[src/rtl/tick_pkg.sv]
// Shared definitions for the tick generator: channel output modes and the
// helper used to size the channel-select field.
package tick_pkg;

  typedef enum logic {
    MODE_PULSE  = 1'b0,
    MODE_SQUARE = 1'b1
  } mode_e;

  // Smallest select width (at least 1) that can address n channels.
  function automatic int sel_width(input int n);
    for (int w = 1; w < 31; w++) begin
      if ((1 << w) >= n) return w;
    end
    return 31;
  endfunction

endpackage

[src/rtl/tick_channel.sv]
// One divider channel: counts 0..div, emits a registered tick on wrap or on a
// forced step, and toggles its square output on each tick in square mode.
module tick_channel
  import tick_pkg::*;
#(
  parameter int              CNT_W       = 24,
  parameter logic [CNT_W-1:0] DEFAULT_DIV = '1
) (
  input  logic             clk,
  input  logic             reset,
  input  logic             run,
  input  logic             forceTick,
  input  logic             load,
  input  logic [CNT_W-1:0] loadDiv,
  input  logic             loadMode,
  output logic             tick,
  output logic             sq
);

  logic [CNT_W-1:0] cnt_q, cnt_d;
  logic [CNT_W-1:0] div_q, div_d;
  mode_e            mode_q, mode_d;
  logic             tick_q, tick_d;
  logic             sq_q, sq_d;

  // Priority: configuration load, then forced step, then free running.
  always_comb begin
    // NOTE: every signal gets a default before any branch so no latch is inferred.
    cnt_d  = cnt_q;
    div_d  = div_q;
    mode_d = mode_q;
    tick_d = 1'b0;
    sq_d   = sq_q;
    if (load) begin
      div_d  = loadDiv;
      mode_d = mode_e'(loadMode);
      cnt_d  = '0;
      sq_d   = 1'b0;
    end else if (forceTick) begin
      cnt_d  = '0;
      tick_d = 1'b1;
      if (mode_q == MODE_SQUARE) sq_d = ~sq_q;
    end else if (run) begin
      if (cnt_q == div_q) begin
        cnt_d  = '0;
        tick_d = 1'b1;
        if (mode_q == MODE_SQUARE) sq_d = ~sq_q;
      end else begin
        cnt_d = cnt_q + 1'b1;
      end
    end
  end

  always_ff @(posedge clk) begin
    // NOTE: reset is synchronous, and every register here is small control state, so all are reset.
    if (reset) begin
      cnt_q  <= '0;
      div_q  <= DEFAULT_DIV;
      mode_q <= MODE_PULSE;
      tick_q <= 1'b0;
      sq_q   <= 1'b0;
    end else begin
      // NOTE: non-blocking assignments keep all flops updating from the same pre-edge values.
      cnt_q  <= cnt_d;
      div_q  <= div_d;
      mode_q <= mode_d;
      tick_q <= tick_d;
      sq_q   <= sq_d;
    end
  end

  assign tick = tick_q;
  assign sq   = sq_q;

endmodule

[src/rtl/tick_generator.sv]
// Multi-channel programmable tick generator with global pause and single-step.
// Holds the step edge detector, the write decode and the write status flags.
module tick_generator
  import tick_pkg::*;
#(
  parameter int          NUM_CH      = 2,
  parameter int          CNT_W       = 24,
  parameter int unsigned DEFAULT_DIV = 16777215,
  parameter int          SEL_W       = sel_width(NUM_CH)
) (
  input  logic              clk,
  input  logic              reset,
  input  logic              pause,
  input  logic              step,
  input  logic              cfgWe,
  input  logic [SEL_W-1:0]  cfgSel,
  input  logic [CNT_W-1:0]  cfgDiv,
  input  logic              cfgMode,
  output logic              cfgAck,
  output logic              cfgErr,
  output logic [NUM_CH-1:0] tickOut,
  output logic [NUM_CH-1:0] clkOut
);

  logic              step_prev_q, step_prev_d;
  logic              cfg_ack_q, cfg_ack_d;
  logic              cfg_err_q, cfg_err_d;
  logic              step_edge;
  logic              sel_ok;
  logic [NUM_CH-1:0] load;

  always_comb begin
    step_prev_d = step;
    step_edge   = step & ~step_prev_q;
    // cfgSel may be wider than needed, so out-of-range indices must be rejected.
    sel_ok      = 32'(cfgSel) < 32'(NUM_CH);
    cfg_ack_d   = cfgWe & sel_ok;
    cfg_err_d   = cfgWe & ~sel_ok;
    load        = '0;
    for (int i = 0; i < NUM_CH; i++) begin
      load[i] = cfgWe && sel_ok && (32'(cfgSel) == 32'(i));
    end
  end

  always_ff @(posedge clk) begin
    if (reset) begin
      step_prev_q <= 1'b0;
      cfg_ack_q   <= 1'b0;
      cfg_err_q   <= 1'b0;
    end else begin
      step_prev_q <= step_prev_d;
      cfg_ack_q   <= cfg_ack_d;
      cfg_err_q   <= cfg_err_d;
    end
  end

  assign cfgAck = cfg_ack_q;
  assign cfgErr = cfg_err_q;

  for (genvar g = 0; g < NUM_CH; g++) begin : g_ch
    tick_channel #(
      .CNT_W      (CNT_W),
      .DEFAULT_DIV(CNT_W'(DEFAULT_DIV))
    ) u_ch (
      .clk      (clk),
      .reset    (reset),
      .run      (~pause),
      .forceTick(step_edge & pause),
      .load     (load[g]),
      .loadDiv  (cfgDiv),
      .loadMode (cfgMode),
      .tick     (tickOut[g]),
      .sq       (clkOut[g])
    );
  end

endmodule

[config.mk]
export PLATFORM = sky130hd
export DESIGN_NAME = tick_generator
export DESIGN_NICKNAME = d
export VERILOG_FILES = /design/src/rtl/tick_pkg.sv /design/src/rtl/tick_channel.sv /design/src/rtl/tick_generator.sv
export SDC_FILE = /design/constraint.sdc
export NUM_CORES = 1
export LEC_CHECK = 0
export CORE_UTILIZATION = 50
export DETAILED_ROUTE_END_ITERATION = 10
export HOLD_SLACK_MARGIN = 0.02
export MAX_ROUTING_LAYER = met4
export PLACE_DENSITY = 0.7
export SLEW_MARGIN = 5
export SYNTH_ARGS = -nofsm -noshare
export SYNTH_HDL_FRONTEND = slang
export SYNTH_SLANG_ARGS = --single-unit
[constraint.sdc]
create_clock -name clk -period 2.55 [get_ports clk]
set_clock_uncertainty 0.15 [all_clocks]
set_input_delay 0.51 -clock clk [delete_from_list [all_inputs] [get_ports clk]]
set_output_delay 0.51 -clock clk [all_outputs]
set_load 0.05 [all_outputs]
# After elaboration in Yosys (flattened, before gate mapping)
# Index checks and enable logic that the tools add are counted.
# totals
ff_bits,104
input_bits,31
out_inout_bits,6
wordCells,49
# classes
n_addsub,2
eq_ne,3
muxes,16
bitwise,6
n_reduce_logical,10
# ops
cell,count
"adder 24 x 1 -> 24 bit, second input constant",2
equality test 24 bit,2
2-to-1 mux 24 bit,2
2-to-1 mux 1 bit,14
OR reduction 3 bit,2
inverter 1 bit,4
AND reduction 2 bit,2
nonzero test 2 bit,2
OR reduction 2 bit,2
bitwise AND 1 bit,2
logical AND 1 bit,2
"!= test 2 x 1 -> 1 bit, second input constant",1

# Longest topological paths before layout
# Gate-level depths: netlist of run 1.
# logic_depth
depth_word,5
mapped_depth,7
depth_no_buf,6

# Hierarchy
# Synthesis of run 1 repeated with hierarchy kept, for this count alone.
# unflattened
hier_cells,538
area_unflattened_um2,4949.7
# modules_own_cells
module,instances,cells_per_inst,area_each_um2,seq_area_each_um2
tick_channel,2,264,2428.6,1021.0
tick_generator,1,10,92.6,40.0

# Least setup slack after synthesis of run 1
# Ideal clock, no wire load.
# synth_timing
path_type,input-to-reg
start,in pause
end,reg g_ch[0].u_ch.cnt_q[21]
setup_ps,115
arrival_ps,1623
required_time_ps,2285
setup_slack_ps,663
stages,6
path_cell_list,buf_4 and3b_1 nand4_4 nor4b_2 xnor2_1 nor2_1
# synth_between
elab_chain_cells,2
# synth_lines
element,line,rtl
start: declaration,tick_generator.sv:13,"input logic pause,"
bitwise AND 1 bit,tick_generator.sv:68,".forceTick(step_edge & pause),"
OR reduction 3 bit (no line),--,
end signal: assignment,tick_channel.sv:64,cnt_q <= cnt_d;
end: declaration,tick_channel.sv:20,"logic [CNT_W-1:0] cnt_q, cnt_d;"
# Parallel ways exist; a longest one is shown, timed or not.
# A chain may end at the register's enable or synchronous reset.

# Final worst setup path of run 1
# layout_timing
start,reg g_ch[0].u_ch.sq_q
end,out clkOut[0]
# layout_rtl
element,line,rtl
start: declaration,tick_channel.sv:24,"logic sq_q, sq_d;"
start signal: assignment,tick_channel.sv:68,sq_q <= sq_d;
end: declaration,tick_generator.sv:22,output logic [NUM_CH-1:0] clkOut
# No word-level cell between the ends.

==> impl_metrics.ini, run 1 <==
[place]
dpl-instance-area_sq_um = 5350
hpwlAfterDp_microns = 7550
dp.cells = 692
portBuffers = 35
gp_congestion = 0.856

[routing]
vias = 3656
drt.antenna.violating_nets = 0
post_drt_wl_per_cell_microns = 14.6
drt-initial-drc-count = 126
finalWirelength_microns = 10300
vias_per_cell = 5.16
dr.pass1.iters = 4
drc_errors = 0

[final_layout]
fin_area_sq_um = 5550
finalCoreUtilization = 0.590
nets = 607
drive_gt1_frac = 0.0691
final_cells = 708
num_antenna_cells = 0
syn_to_final_growth_pct = 12.6

[logic_synthesis]
synth_top_area_share = 0.422
ys_ff_latch = 104
ys_top_cells_by_area = dfxtp_1, xor2_1, xnor2_1, nand2_1, nor2_1
netlist_instances = 549
ys.flop_type = dfxtp_1
yosysTopAreaCell = dfxtp_1
yosys.cell_count.top_type = dfxtp_1
yosys_warnings = 0
netlist_area_sq_um = 4930
syn_avg_cell_area_sq_um = 8.98
async_flop_share = 0
yosysSeqAreaShare = 0.422
synth_nets = 582
synth_common_cells = dfxtp_1, nand2_1, nor2_1
synth-edff-count = 0
ys_types = 38

[flow_run]
maxCapViolCount = 0

[critical_path]
crit_chain = clkdlybuf4s50_1
cp_slowest_stage_delay_ps = 820
cp.buffers_inverters = 1
endpoint_kind = output port
r2r-start = g_ch[1].u_ch.cnt_q[11]$_SDFFE_PP0N_
crit_arrival_ps = 1550
path_delay_family = buffers and inverters
rr_worst_depth = 6
rrSetupSlack_ps = 410
worstPathMaxFanout = 3
timing.rr.end = g_ch[1].u_ch.cnt_q[13]$_SDFFE_PP0N_
cp_data_required_time_ps = 1890
cpMaxStageDelayCell = clkdlybuf4s50_1
start_kind = register
crit_type = register to output port

[clocking]
post_cts_resize_count = 0
cts-root-buf = clkbuf_8
cts_setup_buffers = 0
clkTransAtPathRegs_ps = 90
ctsHoldBuffers = 0
cts_inserted_buffers = 9
cts_tree = yes
cts_sinks = 104
h-tree-depth = 3
cts_buffer_depth = 2
clk-insertion-delay-late_ps = 370

[grt]
grt_pass1_vias = 3532
grt_use_total = 0.230
antenna_found_initial = 0
grt-ovfl-total = 0
grt_pass1_wl_microns = 17700
grt_max_degree = 53

[power_and_ir_drop]
leakage_nw = 2.01
fin_total_pwr_mw = 3.07
ir_worst_vdd_mv = 0.338
p_per_area_nw_per_um2 = 554

[hold_path]
hp-class = register to register
hold_depth = 2
min_from = g_ch[1].u_ch.mode_q$_SDFFE_PP0P_
worstHoldEndpoint = g_ch[1].u_ch.mode_q$_SDFFE_PP0P_

[timing]
post-route-min-period_ps = 2210
setup_viol_count_final = 0
setup_tns_ps = 0
max_slew_margin = 0.651
drv_slew = 0
max_slew.worst_pin.slew_ps = 522
fin_crit_sh = 0.865
fmax_ghz = 0.453
finalHoldViolCount = 0
rsz0062_at_grt = no

[floorplan]
start_util = 0.523
fp.dieW_microns = 101
io_pins = 37
die_height_microns = 101
placementRows = 35
core_area_sq_um = 9420
die-area_sq_um = 10300

[outcome]
status = complete, no violations
-- worst max-delay path by stage --
| stage | depth (start not counted) | end | start |
|---|---|---|---|
| 2_1_floorplan | 6 | g_ch[0].u_ch.cnt_q[21]$_SDFFE_PP0N_ | pause |
| 3_3_place_gp | 6 | g_ch[0].u_ch.cnt_q[20]$_SDFFE_PP0N_ | pause |
| 3_5_place_dp | 6 | g_ch[1].u_ch.cnt_q[23]$_SDFFE_PP0N_ | pause |
| 4_1_cts | 1 | clkOut[0] | g_ch[0].u_ch.sq$_SDFFE_PP0P_ |
| 5_1_grt | 6 | g_ch[0].u_ch.cnt_q[10]$_SDFFE_PP0N_ | g_ch[0].u_ch.cnt_q[17]$_SDFFE_PP0N_ |
| 6_report | 1 | clkOut[0] | g_ch[0].u_ch.sq$_SDFFE_PP0P_ |
-- cell families (layout without fill, tap and decap cells) --
family          Yosys count  in the layout  share of synthesized area
compound gates           44             44                     0.0751
xor+xnor                 91             91                      0.162
fa+ha+maj                 2              2                    0.00508
buf+inv                  43             73                     0.0475
flops                   104            104                      0.422
mux                       2              2                    0.00406
other cells               1              1                   0.000761
simple gates            262            262                      0.283
-- flip-flops by register name, indices dropped and copies added (netlist names) --
name / cells
cfgAck: 1
g_ch.u_ch.cnt_q: 48
g_ch.u_ch.div_q: 48
g_ch.u_ch.mode_q: 2
g_ch.u_ch.sq: 2
g_ch.u_ch.tick: 2
step_prev_q: 1
-- layout by cell type, fill, tap and decap left out, types with 4 or more instances in the layout --
master | netlist | final
clkdlybuf4s50_1 | 0 | 35
nand2_1 | 73 | 73
nor3_1 | 14 | 14
nor2b_1 | 31 | 30
xor2_1 | 55 | 55
a21oi_1 | 7 | 7
buf_4 | 6 | 10
nor4_1 | 12 | 12
a211o_1 | 24 | 24
nand4_1 | 5 | 5
clkbuf_8 | 0 | 11
o21ai_0 | 7 | 7
dfxtp_1 | 104 | 104
xnor2_1 | 36 | 36
nand3b_1 | 24 | 24
nand3_1 | 11 | 11
nor2_1 | 63 | 63
nor4_2 | 4 | 4
and4_1 | 5 | 5
inv_1 | 11 | 11
and3_1 | 4 | 4
-- where the power goes --
part / internal [mW] / switching [mW] / total, mW / leakage, nW
sequential: 1.68 / 0.0414 / 1.72 / 0.850
clock: 0.510 / 0.536 / 1.05 / 0.0969
combinational: 0.145 / 0.158 / 0.303 / 1.06
total: 2.34 / 0.735 / 3.07 / 2.01
-- per-stage QoR --
step	setup WS, ps	hold slack, ps
after floorplan	663	294
after global placement	55.4	310
after detailed placement	13.0	312
after CTS	325	324
after global routing	266	351
final	345	320
-- routing by layer --
| metal | GRT usage | vias up | part of all wire |
|---|---|---|---|
| li1 | - | 1871 | - |
| met1 | 0.294 | 1724 | 0.47 |
| met2 | 0.367 | 51 | 0.48 |
| met3 | 0.0435 | 10 | 0.034 |
| met4 | 0.0736 | 0 | 0.012 |
| met5 | - | - | 0 |
-- cell type report --
| type | count | area, sq um |
|---|---|---|
| clock buffers | 14 | 163 |
| clock inverters | 2 | 37.5 |
| fillers | 841 | 3860 |
| inverters | 11 | 41.3 |
| multi-input cells | 402 | 2620 |
| flip-flops and latches | 104 | 2080 |
| well taps | 129 | 161 |
| repair buffers | 46 | 445 |
Power figures use the tool's default switching activity.
==> run 2, diff against run 1 <==
--- a/config.mk
+++ b/config.mk
@@ -9,7 +9,7 @@
 export DETAILED_ROUTE_END_ITERATION = 10
 export HOLD_SLACK_MARGIN = 0.02
 export MAX_ROUTING_LAYER = met4
-export PLACE_DENSITY = 0.7
+export PLACE_DENSITY = 0.82
 export SLEW_MARGIN = 5
 export SYNTH_ARGS = -nofsm -noshare
 export SYNTH_HDL_FRONTEND = slang
==> impl_metrics.ini, run 2 (synthesized netlist as in run 1, its figures left out) <==
[outcome]
status = complete, no violations

[place]
gp_congestion = 0.832
hpwlAfterDp_microns = 7560
pre_cts_ws_ps = 60.9
portBuffers = 35

[power_and_ir_drop]
power_frac_clock = 0.342
p_per_area_nw_per_um2 = 553
p_sw_uw = 767
leakage_nw = 2.02
seqPwrFrac = 0.560
combPwrFrac = 0.098
p_int_mw = 2.31
swShare = 0.249
ir_worst_vdd_mv = 0.370

[clocking]
cts_setup_buffers = 0
cts_tree = yes
cts_buffer_depth = 2
post_cts_resize_count = 0
h-tree-depth = 3
clkTransAtPathRegs_ps = 100
ctsHoldBuffers = 0
clk-insertion-delay-late_ps = 380
cts-root-buf = clkbuf_8
cts_inserted_buffers = 9
cts_sinks = 104

[critical_path]
crit_type = register to output port
start_kind = register
rrSetupSlack_ps = 430
critical_path_depth = 1
cpMaxStageDelayCell = clkdlybuf4s50_1
rr_worst_depth = 6
cp_data_required_time_ps = 1890
cp.buffers_inverters = 1
worstPathMaxFanout = 3
timing.rr.end = g_ch[1].u_ch.cnt_q[16]$_SDFFE_PP0N_
crit_arrival_ps = 1550
crit_chain = clkdlybuf4s50_1
path_delay_family = buffers and inverters
r2r-start = g_ch[1].u_ch.cnt_q[11]$_SDFFE_PP0N_
endpoint_kind = output port
cp_slowest_stage_delay_ps = 810
cp-endpoint = clkOut[1]
crit_start = g_ch[1].u_ch.sq$_SDFFE_PP0P_

[final_layout]
syn_to_final_growth_pct = 13.0
drive_gt1_frac = 0.0775
final_common_cell = dfxtp_1
nets = 609
final_cell_mix = dfxtp_1, nand2_1, nor2_1
num_antenna_cells = 0
top_regs = g_ch.u_ch.cnt_q x48, g_ch.u_ch.div_q x48

[timing]
rsz0062_at_grt = no
finalHoldViolCount = 0
max_slew_margin = 0.662
setup_tns_ps = 0
setup_slack_ps = 341
post-route-min-period_ps = 2210
fmax_ghz = 0.453
setup_viol_count_final = 0
drv_slew = 0
max_slew.worst_pin.slew_ps = 505
fin_crit_sh = 0.866

[routing]
met3_length_microns = 457
dr.pass1.iters = 5
vias = 3720
drc_errors = 0
finalWirelength_microns = 10100
drt-initial-drc-count = 150
post_drt_wl_per_cell_microns = 14.3
vias_per_cell = 5.24
wl_met1_microns = 4410
drt.antenna.violating_nets = 0
highest_layer = met4
wl_met2_microns = 5140

[floorplan]
core_area_sq_um = 9420
die_height_microns = 101
die-area_sq_um = 10300
start_util = 0.523
placementRows = 35
fp.dieW_microns = 101
io_pins = 37

[grt]
grt_pass1_vias = 3562
grt_pass1_wl_microns = 17300
grt_max_degree = 40
antenna_found_initial = 0
grt-ovfl-total = 0
grt_use_total = 0.225

[hold_path]
hp-class = register to register

[flow_run]
maxCapViolCount = 0
==> run 2: cell types whose count changed in the layout (fill, tap and decap cells not counted), sizes merged <==
| cell | delta |
|---|---|
| clkbuf | -4 |
| inv | +1 |
| buf | +2 |
| clkinvlp | +1 |
| clkinv | +2 |
==> run 2: power groups by stage <==
stage	logic (mW)	registers (mW)	clock network, mW
after CTS	0.302	1.72	1.08
after detailed placement	0.301	1.76	0
final	0.301	1.72	1.05
after floorplan	0.200	1.75	0
after global routing	0.332	1.73	1.15
after global placement	0.293	1.76	0
==> run 2: worst min path at each step <==
stage                                     start                               end  cells after the start  slack (ps)
6_report           g_ch[1].u_ch.sq$_SDFFE_PP0P_      g_ch[1].u_ch.sq$_SDFFE_PP0P_                      2         330
3_3_place_gp       g_ch[1].u_ch.sq$_SDFFE_PP0P_      g_ch[1].u_ch.sq$_SDFFE_PP0P_                      2         310
4_1_cts        g_ch[1].u_ch.mode_q$_SDFFE_PP0P_  g_ch[1].u_ch.mode_q$_SDFFE_PP0P_                      2         340
2_1_floorplan      g_ch[0].u_ch.sq$_SDFFE_PP0P_      g_ch[0].u_ch.sq$_SDFFE_PP0P_                      2         290
5_1_grt        g_ch[1].u_ch.mode_q$_SDFFE_PP0P_  g_ch[1].u_ch.mode_q$_SDFFE_PP0P_                      2         360
3_5_place_dp   g_ch[1].u_ch.mode_q$_SDFFE_PP0P_  g_ch[1].u_ch.mode_q$_SDFFE_PP0P_                      2         320
==> run 2: layout make-up <==
type | instances | area (sq um)
clock buffer | 10 | 138
sequential | 104 | 2080
inverter | 11 | 41.3
tap | 129 | 161
multi-input combinational | 402 | 2620
timing repair buffer | 48 | 460
fill | 844 | 3840
clock inverter | 6 | 67.6
==> run 2: per-stage QoR <==
step                      std cells  total power, mW  utilization  cell area, sq um  hold slack [ps]
after floorplan                 549             1.95            -              4930              294
after global placement          694             2.05        0.570              5370              311
after detailed placement        694             2.06        0.570              5370              322
after CTS                       710             3.11        0.592              5570              336
after global routing            710             3.21        0.592              5570              361
final                           710             3.08        0.592              5570              331
==> run 2: routing by layer <==
layer / vias up / global-route usage
met4: 0 / 0.0758
met2: 71 / 0.378
li1: 1884 / -
met3: 13 / 0.0455
met5: - / -
met1: 1752 / 0.268
==> run 3, diff against run 2 <==
--- a/config.mk
+++ b/config.mk
@@ -13,4 +13,5 @@
 export SLEW_MARGIN = 5
 export SYNTH_ARGS = -nofsm -noshare
 export SYNTH_HDL_FRONTEND = slang
+export SYNTH_HIERARCHICAL = 1
 export SYNTH_SLANG_ARGS = --single-unit
==> impl_metrics.ini, run 3 <==
[logic_synthesis]
ys_top_cells_by_area = dfxtp_1, xor2_1, mux2i_1, nand2_1, xnor2_1
synth_top_area_share = 0.421
yosys.cell_count.top_type = dfxtp_1
synthAdderAreaFrac = 0.00506
syn_avg_cell_area_sq_um = 9.20
synthSimpleGateAreaFrac = 0.237
async_flop_share = 0
ys.flop_type = dfxtp_1
netlist_instances = 538
synth-edff-count = 0
yosysSeqAreaShare = 0.421
synthMuxAreaShare = 0.0971
yosysTopAreaCell = dfxtp_1
yosys.area_share.xor_xnor = 0.163
synth_top_family_by_area = simple AND/OR/NAND/NOR gates
synth_compound_area_frac = 0.0308
synth_common_cells = dfxtp_1, nand2_1, xor2_1
ys_ff_latch = 104
ys_types = 36
yosys_warnings = 6
netlist_area_sq_um = 4950
synth_nets = 571

[floorplan]
io_pins = 37
die-area_sq_um = 10300
fp.dieW_microns = 101
placementRows = 35
die_height_microns = 101
start_util = 0.526
core_area_sq_um = 9420

[final_layout]
nets = 613
top_regs = g_ch.u_ch/cnt_q x48, g_ch.u_ch/div_q x48
final_common_cell = dfxtp_1
num_antenna_cells = 0
finalCoreUtilization = 0.609
drive_gt1_frac = 0.0940
final_cell_mix = dfxtp_1, nand2_1, xor2_1
syn_to_final_growth_pct = 15.8

[timing]
whs_ps = 329
fin_crit_sh = 0.945
setup_slack_ps = 139
fmax_ghz = 0.415
drv_slew = 0
finalHoldViolCount = 0
rsz0062_at_grt = no
setup_viol_count_final = 0
post-route-min-period_ps = 2410

[routing]
finalWirelength_microns = 10900
drt-initial-drc-count = 223
post_drt_wl_per_cell_microns = 15.3
dr.pass1.iters = 7
vias = 3863
vias_per_cell = 5.41
drt.antenna.violating_nets = 0
drc_errors = 0

[critical_path]
cp_data_required_time_ps = 2660
start_kind = register
worstPathMaxFanout = 24
endpoint_kind = register
rrSetupSlack_ps = 140
crit_type = register to register
crit_arrival_ps = 2520

[place]
portBuffers = 35
pre_cts_ws_ps = -56.9
gp_congestion = 0.943
hpwlAfterDp_microns = 8380

[grt]
grt_max_degree = 25
antenna_found_initial = 0
grt-ovfl-total = 0
grt_use_total = 0.234
grt_pass1_vias = 3724
grt_pass1_wl_microns = 18100

[clocking]
cts-root-buf = clkbuf_8
ctsHoldBuffers = 0
cts_setup_buffers = 0
h-tree-depth = 3
cts_tree = yes
cts_buffer_depth = 2
clkTransAtPathRegs_ps = 100
clk-insertion-delay-late_ps = 370
cts_sinks = 104
post_cts_resize_count = 0
cts_inserted_buffers = 9

[power_and_ir_drop]
leakage_nw = 2.10
fin_total_pwr_mw = 3.26
ir_worst_vdd_mv = 0.292
p_per_area_nw_per_um2 = 568

[outcome]
status = complete, no violations

[flow_run]
maxCapViolCount = 0

[hold_path]
hp-class = register to register
==> run 3: cell families after synthesis <==
family	Yosys count
AND/OR/NAND/NOR	233
AO/OA/AOI/OAI	18
adder cells (fa/ha/maj)	2
other	1
multiplexers	48
XOR/XNOR	92
buffers and inverters	40
flip-flops	104
==> run 3: final cells by class <==
cell class	count	area (sq um)
clock buffers	10	138
clock inverters	6	113
fillers	797	3680
inverters	15	56.3
multi-input cells	394	2640
flip-flops and latches	104	2080
well taps	129	161
repair buffers	56	546
==> run 3: path summary, 6_finish.rpt <==
kind	startpoint	endpoint	depth (start not counted)
setup / recovery	g_ch[1].u_ch/cnt_q[21]$_SDFFE_PP0P_	g_ch[1].u_ch/cnt_q[6]$_SDFFE_PP0P_	6
setup reg to reg	g_ch[1].u_ch/cnt_q[21]$_SDFFE_PP0P_	g_ch[1].u_ch/cnt_q[6]$_SDFFE_PP0P_	6
hold reg to reg	g_ch[0].u_ch/sq$_SDFFE_PP0P_	g_ch[0].u_ch/sq$_SDFFE_PP0P_	2
hold / removal	g_ch[0].u_ch/sq$_SDFFE_PP0P_	g_ch[0].u_ch/sq$_SDFFE_PP0P_	2
==> run 3: power by group <==
part           switching [mW]  internal, mW  total [mW]
clock                   0.571         0.684        1.26
sequential             0.0414          1.67        1.71
combinational           0.152         0.138       0.291
total                   0.765          2.49        3.26
==> run 3: through the flow <==
stage | area (sq um) | setup TNS [ps] | cells
2_1_floorplan | 4950 | 0 | 538
3_3_place_gp | 5480 | -20.9 | 698
3_5_place_dp | 5480 | -123 | 698
4_1_cts | 5730 | 0 | 714
5_1_grt | 5730 | 0 | 714
6_report | 5730 | 0 | 714
==> run 3: critical path, cell delays in order (launching register included) <==
cell	delay, ps
dfxtp_1	360
xor2_1	200
or4_1	550
or4_4	550
o211ai_4	220
buf_12	190
nor2_1	80
==> run 3: routing by layer <==
layer  vias to the layer above  share of wire  GRT usage
met5                         -              0          -
met1                      1850           0.48      0.311
met3                        10          0.048     0.0269
met2                       109           0.46      0.373
li1                       1894              -          -
met4                         0          0.013     0.0769
==> variant 1 (settings of run 3) <==
Add an input register stage for `cfgSel`; this delays it by one clock. The other inputs are not delayed to match.
--- a/src/rtl/tick_generator.sv
+++ b/src/rtl/tick_generator.sv
@@ -23,4 +23,10 @@
 );
 
+  logic [SEL_W-1:0] cfgSel_q;
+
+  always_ff @(posedge clk) begin
+    cfgSel_q <= cfgSel;
+  end
+
   logic              step_prev_q, step_prev_d;
   logic              cfg_ack_q, cfg_ack_d;
@@ -34,10 +40,10 @@
     step_edge   = step & ~step_prev_q;
     // cfgSel may be wider than needed, so out-of-range indices must be rejected.
-    sel_ok      = 32'(cfgSel) < 32'(NUM_CH);
+    sel_ok      = 32'(cfgSel_q) < 32'(NUM_CH);
     cfg_ack_d   = cfgWe & sel_ok;
     cfg_err_d   = cfgWe & ~sel_ok;
     load        = '0;
     for (int i = 0; i < NUM_CH; i++) begin
-      load[i] = cfgWe && sel_ok && (32'(cfgSel) == 32'(i));
+      load[i] = cfgWe && sel_ok && (32'(cfgSel_q) == 32'(i));
     end
   end
Function: changed (a bounded check fails within 4 cycles, from zero or initial values and one cycle with reset high).
==> variant 1 against run 3 <==
Sequential cell count increased by 1; largest cell class unchanged; cell count is 0.42% higher; non-clock buffer count is 1 lower; count of clock-buffer cells in the layout up 1; area after synthesis rose by 0.40%; total power decreased by 6.7%; critical endpoint is now g_ch[0].u_ch/cnt_q[17]$_SDFFE_PP0P_; wire length is 0.79% lower; largest power group unchanged; clock power down 19%; setup slack worse by 0.027 ns; design area decreased by 0.65%.
==> variant 1: results (changes against run 3) <==
Parameter                              Value

Place
  Final weighted congestion in routability-driven placement ... 0.8962 (-5.0%)
  Dpl hpwl ... 8254 µm (-1.5%)
  Post-Place Cells ... 702 (+0.57%)
  Input/output buffers ... 35 (unchanged)

Clock network
  Clock tree root driver cell ... clkbuf_8
  Clock Pin Slew Worst Setup and Hold Paths ... approximately 0.09 ns
  Number of buffers created by CTS ... 9 (unchanged)
  Clock latency at the later pin of the worst-skew pair ... ~0.36 ns
  Post-CTS Resized ... 0 (unchanged)
  Buffers inserted during post-CTS setup optimization ... 0 (unchanged)
  Number of buffers on the longest clock path ... 2 (unchanged)
  Number of levels the H-tree was split into ... 3 (unchanged)

Route
  Total number of vias ... 3841 (-0.57%)
  Detailed Route WL ... 10860 µm (-0.79%)
  Pre-Repair DR Iteration Count ... 5 (-2)
  Per-cell routed wire length ... 15.15 µm (-1.2%)
  Detailed Route Iter0 Violations ... 177 (-21%)

Synth
  Mapped Cells ... 539 (+0.19%)
  Largest cells by area after synthesis ... dfxtp_1, xor2_1, mux2i_1
  Post-synthesis net count ... 572 (+0.18%)
  Share of async-settable or async-resettable flops after synthesis ... 0% (unchanged)
  Seq/Total Area, Yosys ... 42.30% (+0.23 points)
  YS warnings ... 6 (unchanged)
  Synth cell count leaders ... dfxtp_1, nand2_1, xor2_1, nor2_1, mux2i_1
  Cell variety after synth ... 36 (unchanged)
  Cell accounting for the most synthesized area ... dfxtp_1

Global route
  Initial antenna violation count ... 0 (unchanged)
  First-pass GRT wire length ... 17770 µm (-1.9%)
  Maximum number of pins on one net before global-route repair ... 25 (unchanged)
  Aggregate global-route resource usage ... 22.89% (-0.55 points)
  Vias in the first global route ... 3641 (-2.2%)

Min path
  Path class of the lowest-slack min-delay path ... register to register
  Number of cells on the worst hold path ... 2 (unchanged)
  Worst Hold Launch ... g_ch[1].u_ch/sq$_SDFFE_PP0P_
  Worst Hold Endpoint ... g_ch[1].u_ch/sq$_SDFFE_PP0P_

Cells and area
  Share of cells above drive strength 1 ... 8.904% (-0.50 points)
  Net count reported at finish ... 613 (unchanged)
  Inserted Diodes ... 0 (unchanged)
  Largest registers ranked by flip-flop count ... g_ch.u_ch/cnt_q x48, g_ch.u_ch/div_q x48
  Fillcell total ... 844 (+5.9%)

Power
  Leakage ... 2.063 nW (-1.6%)
  Worst IR Drop VDD ... 0.2410 mV (-17%)

Outcome
  Status ... finished clean

Worst setup path
  Worst setup slack for register-to-register paths ... 0.11 ns (-0.03 ns)
  R2R cell count ... 6 (unchanged)
  Reg-to-Reg End ... g_ch[0].u_ch/cnt_q[17]$_SDFFE_PP0P_
  Arrival time of data at the critical path endpoint ... 2.54 ns (+0.02 ns)
  Critical Path Fanout Max ... 24 (unchanged)
  Worst reg2reg startpoint ... g_ch[0].u_ch/cnt_q[21]$_SDFFE_PP0P_
variant 1: worst max-delay path by stage:
stage                                                     end  depth (start not counted)  slack (ns)                           startpoint
after floorplan           g_ch[0].u_ch/cnt_q[16]$_SDFFE_PP0P_                          7        0.23  g_ch[0].u_ch/cnt_q[13]$_SDFFE_PP0P_
after global placement    g_ch[1].u_ch/cnt_q[19]$_SDFFE_PP0P_                          9        0.06                                pause
after detailed placement  g_ch[1].u_ch/cnt_q[19]$_SDFFE_PP0P_                          9        0.02                                pause
after CTS                 g_ch[0].u_ch/cnt_q[22]$_SDFFE_PP0P_                          6        0.13  g_ch[0].u_ch/cnt_q[21]$_SDFFE_PP0P_
after global routing      g_ch[0].u_ch/cnt_q[22]$_SDFFE_PP0P_                          6        0.05  g_ch[0].u_ch/cnt_q[21]$_SDFFE_PP0P_
final                     g_ch[0].u_ch/cnt_q[17]$_SDFFE_PP0P_                          6        0.11  g_ch[0].u_ch/cnt_q[21]$_SDFFE_PP0P_
variant 1: layer usage:
layer | vias to the layer above | global-route usage [%] | routed length (µm)
li1 | 1898 | - | -
met1 | 1820 | 31.47 | 5283
met2 | 106 | 35.08 | 4915
met3 | 17 | 2.208 | 492
met5 | - | - | 0
met4 | 0 | 7.804 | 168
variant 1: layout make-up:
cell class	count	area, µm²	area share [%]
Multi-Input combinational cell	394	2639	46.32
Sequential cell	105	2102	36.90
Timing Repair Buffer	55	538.0	9.444
Tap cell	133	166.4	2.921
Clock buffer	11	141.4	2.482
Inverter	15	56.30	0.9884
Clock inverter	4	53.80	0.9444
variant 1: through the flow:
stage          worst slack [ns]  hold slack (ns)  cell area [µm²]  utilization, %  power (mW)
2_1_floorplan            0.2296           0.3116             4970               -       1.938
3_3_place_gp            0.05665           0.3000             5502           56.81       2.045
3_5_place_dp            0.01891           0.3149             5502           56.81       2.052
4_1_cts                  0.1274           0.3270             5697           58.82       3.063
5_1_grt                 0.05127           0.3647             5697           58.82       3.150
6_report                 0.1125           0.3265             5697           58.82       3.041
variant 1: critical path: stages (launching register included):
cell      delay, ns
dfxtp_1        0.36
xor2_1         0.20
or4_1          0.58
or4_4          0.56
o211ai_4       0.22
buf_12         0.19
nor2_1         0.07
variant 1: cells by family (layout without fill, tap and decap cells):
group / after synthesis / after routing / share of synthesized area (%)
and+or+nand+nor: 233 / 233 / 23.57
DFF: 105 / 105 / 42.30
xor gates and xnor gates: 92 / 92 / 16.21
muxes: 48 / 48 / 9.668
buffers and inverters: 40 / 85 / 4.607
AOI/OAI and AO/OA: 18 / 18 / 3.071
adders and majority gates: 2 / 2 / 0.5034
other: 1 / 1 / 0.07546
variant 1: power breakdown:
group	switching, mW	internal [mW]	leakage [nW]
registers	0.0403	1.69	0.856
clock network	0.544	0.478	0.0916
logic	0.153	0.139	1.12
total	0.737	2.30	2.06
==> variant 2 (settings of run 3) <==
Made on the original files. Set the parameter `NUM_CH` to 1 (it was 2).
--- a/src/rtl/tick_generator.sv
+++ b/src/rtl/tick_generator.sv
@@ -4,5 +4,5 @@
   import tick_pkg::*;
 #(
-  parameter int          NUM_CH      = 2,
+  parameter int          NUM_CH      = 1,
   parameter int          CNT_W       = 24,
   parameter int unsigned DEFAULT_DIV = 16777215,
Ports: changed (resized clkOut and tickOut); port bits go from 37 to 35. The function was not compared with the original's and may differ.
==> variant 2 against run 3 <==
Total power decreased by 47%; maximum frequency decreased by 0.56%; setup slack got worse by 0.013 ns; sequential cell count decreased by 50; wire length decreased by 52%; area after synthesis decreased by 49%; design area decreased by 46%.
==> variant 2: results (changes against run 3) <==
Parameter                              Value

Worst setup path
  Reg-to-Reg End ... g_ch[0].u_ch/cnt_q[1]$_SDFFE_PP0P_
  Classification of the worst setup path ... register to register
  Critical Path Fanout Max ... 24 (unchanged)
  Critical path data required time ... 2.61 ns (-0.05 ns)
  Worst reg2reg startpoint ... g_ch[0].u_ch/cnt_q[21]$_SDFFE_PP0P_
  Worst setup slack for register-to-register paths ... 0.13 ns
  R2R cell count ... 6 (unchanged)

STA
  Transition at the pin with the smallest max-transition slack ... 0.4983 ns
  Worst hold slack ... 0.3492 ns (+0.02063 ns)
  Number of setup violations in the final report ... 0 (unchanged)

Cells and area
  Share of cells above drive strength 1 ... 9.206% (-0.20 points)
  Net count reported at finish ... 346 (-44%)
  Largest registers ranked by flip-flop count ... g_ch.u_ch/cnt_q x24, g_ch.u_ch/div_q x24
  Inserted Diodes ... 0 (unchanged)

Synth
  Cell variety after synth ... 34 (-5.6%)
  Share of async-settable or async-resettable flops after synthesis ... 0% (unchanged)
  Largest cells by area after synthesis ... dfxtp_1, xor2_1, mux2i_1
  Seq/Total Area, Yosys ... 42.73% (+0.67 points)
  Synth cell count leaders ... dfxtp_1, nand2_1, xor2_1, nor2_1, mux2i_1
  YS warnings ... 6 (unchanged)
  Post-synthesis net count ... 305 (-47%)

Clock network
  Number of buffers on the longest clock path ... 2 (unchanged)
  Clock Pin Slew Worst Setup and Hold Paths ... 0.10 ns (about the same)
  Post-CTS Resized ... 0 (unchanged)
  Clock latency at the later pin of the worst-skew pair ... 0.32 ns (-0.05 ns)
  Number of buffers created by CTS ... 5 (-4)
  Sinks on the clock net ... 54 (-48%)
  Buffers inserted during post-CTS setup optimization ... 0 (unchanged)
  Clock tree root driver cell ... clkbuf_8
  Number of levels the H-tree was split into ... 2 (-1)

Place
  Final weighted congestion in routability-driven placement ... 0.9246 (-2.0%)
  Setup Slack @ Placement ... 0.1526 ns (+0.2095 ns)
  Input/output buffers ... 34 (-2.9%)
  Dpl hpwl ... 3817 µm (-54%)

Global route
  Vias in the first global route ... 1896 (-49%)
  Aggregate global-route resource usage ... 22.15% (-1.3 points)
  Initial antenna violation count ... 0 (unchanged)
  Maximum number of pins on one net before global-route repair ... 25 (unchanged)
  First-pass GRT wire length ... 8645 µm (-52%)

Outcome
  Status ... finished clean

Min path
  Path class of the lowest-slack min-delay path ... register to register
  Worst Hold Launch ... g_ch[0].u_ch/div_q[18]$_SDFFE_PP1P_
  Number of cells on the worst hold path ... 2 (unchanged)
  Worst Hold Endpoint ... g_ch[0].u_ch/div_q[18]$_SDFFE_PP1P_

Route
  Detailed Route WL ... 5223 µm (-52%)
  Detailed Route Iter0 Violations ... 124 (-44%)
  Pre-Repair DR Iteration Count ... 4 (-3)
  Total number of vias ... 1985 (-49%)

Power
  Leakage ... 1.155 nW (-45%)
  Worst IR Drop VDD ... 0.3968 mV (+36%)
variant 2: logic make-up (layout without fill, tap and decap cells):
| logic type | Yosys count | after routing | share of synthesized area (%) |
|---|---|---|---|
| simple gates | 119 | 119 | 23.89 |
| flops | 54 | 54 | 42.73 |
| xor+xnor | 46 | 46 | 15.92 |
| mux | 24 | 24 | 9.496 |
| buf+inv | 20 | 62 | 4.451 |
| compound gates | 9 | 9 | 3.017 |
| fa+ha+maj | 1 | 1 | 0.4945 |
variant 2: worst max-delay path, cell delays in order (launching register included):
cell,delay [ns]
dfxtp_1,0.36
xor2_1,0.19
or4_1,0.56
or4_4,0.56
o211ai_4,0.22
buf_12,0.20
nor2_1,0.07
variant 2: per-stage QoR:
stage / instance area, µm² / cells
global route: 3119 / 382
floorplan: 2530 / 273
global placement: 2982 / 374
finish: 3119 / 382
CTS: 3119 / 382
detailed placement: 2982 / 374
variant 2: metal layers:
metal  wire, µm  GRT usage [%]  vias up
li1           -              -     1006
met3        311          3.867       11
met1       2423          27.61      904
met2       2377          35.08       64
met5          0              -        -
met4        110          9.804        0
variant 2: how the worst max path moves through the flow:
stage / depth (start not counted) / slack, ns / start / endpoint
2_1_floorplan: 7 / 0.23 / g_ch[0].u_ch/cnt_q[13]$_SDFFE_PP0P_ / g_ch[0].u_ch/cnt_q[16]$_SDFFE_PP0P_
3_3_place_gp: 6 / 0.20 / g_ch[0].u_ch/cnt_q[21]$_SDFFE_PP0P_ / g_ch[0].u_ch/cnt_q[13]$_SDFFE_PP0P_
3_5_place_dp: 9 / 0.15 / pause / g_ch[0].u_ch/cnt_q[19]$_SDFFE_PP0P_
4_1_cts: 6 / 0.13 / g_ch[0].u_ch/cnt_q[21]$_SDFFE_PP0P_ / g_ch[0].u_ch/cnt_q[1]$_SDFFE_PP0P_
5_1_grt: 6 / 0.06 / g_ch[0].u_ch/cnt_q[21]$_SDFFE_PP0P_ / g_ch[0].u_ch/cnt_q[12]$_SDFFE_PP0P_
6_report: 6 / 0.13 / g_ch[0].u_ch/cnt_q[21]$_SDFFE_PP0P_ / g_ch[0].u_ch/cnt_q[1]$_SDFFE_PP0P_
variant 2: cell type report:
cell class | count | area [µm²]
well taps | 67 | 83.83
repair buffers | 46 | 442.9
clock buffers | 5 | 68.82
inverters | 8 | 30.03
clock inverters | 3 | 68.82
flip-flops and latches | 54 | 1081
multi-input cells | 199 | 1344
fillers | 397 | 1667
variant 2: power by group:
| part | internal [mW] | total (mW) | switching, mW |
|---|---|---|---|
| combinational | 0.0914 | 0.168 | 0.0767 |
| clock | 0.393 | 0.680 | 0.287 |
| sequential | 0.868 | 0.887 | 0.0195 |
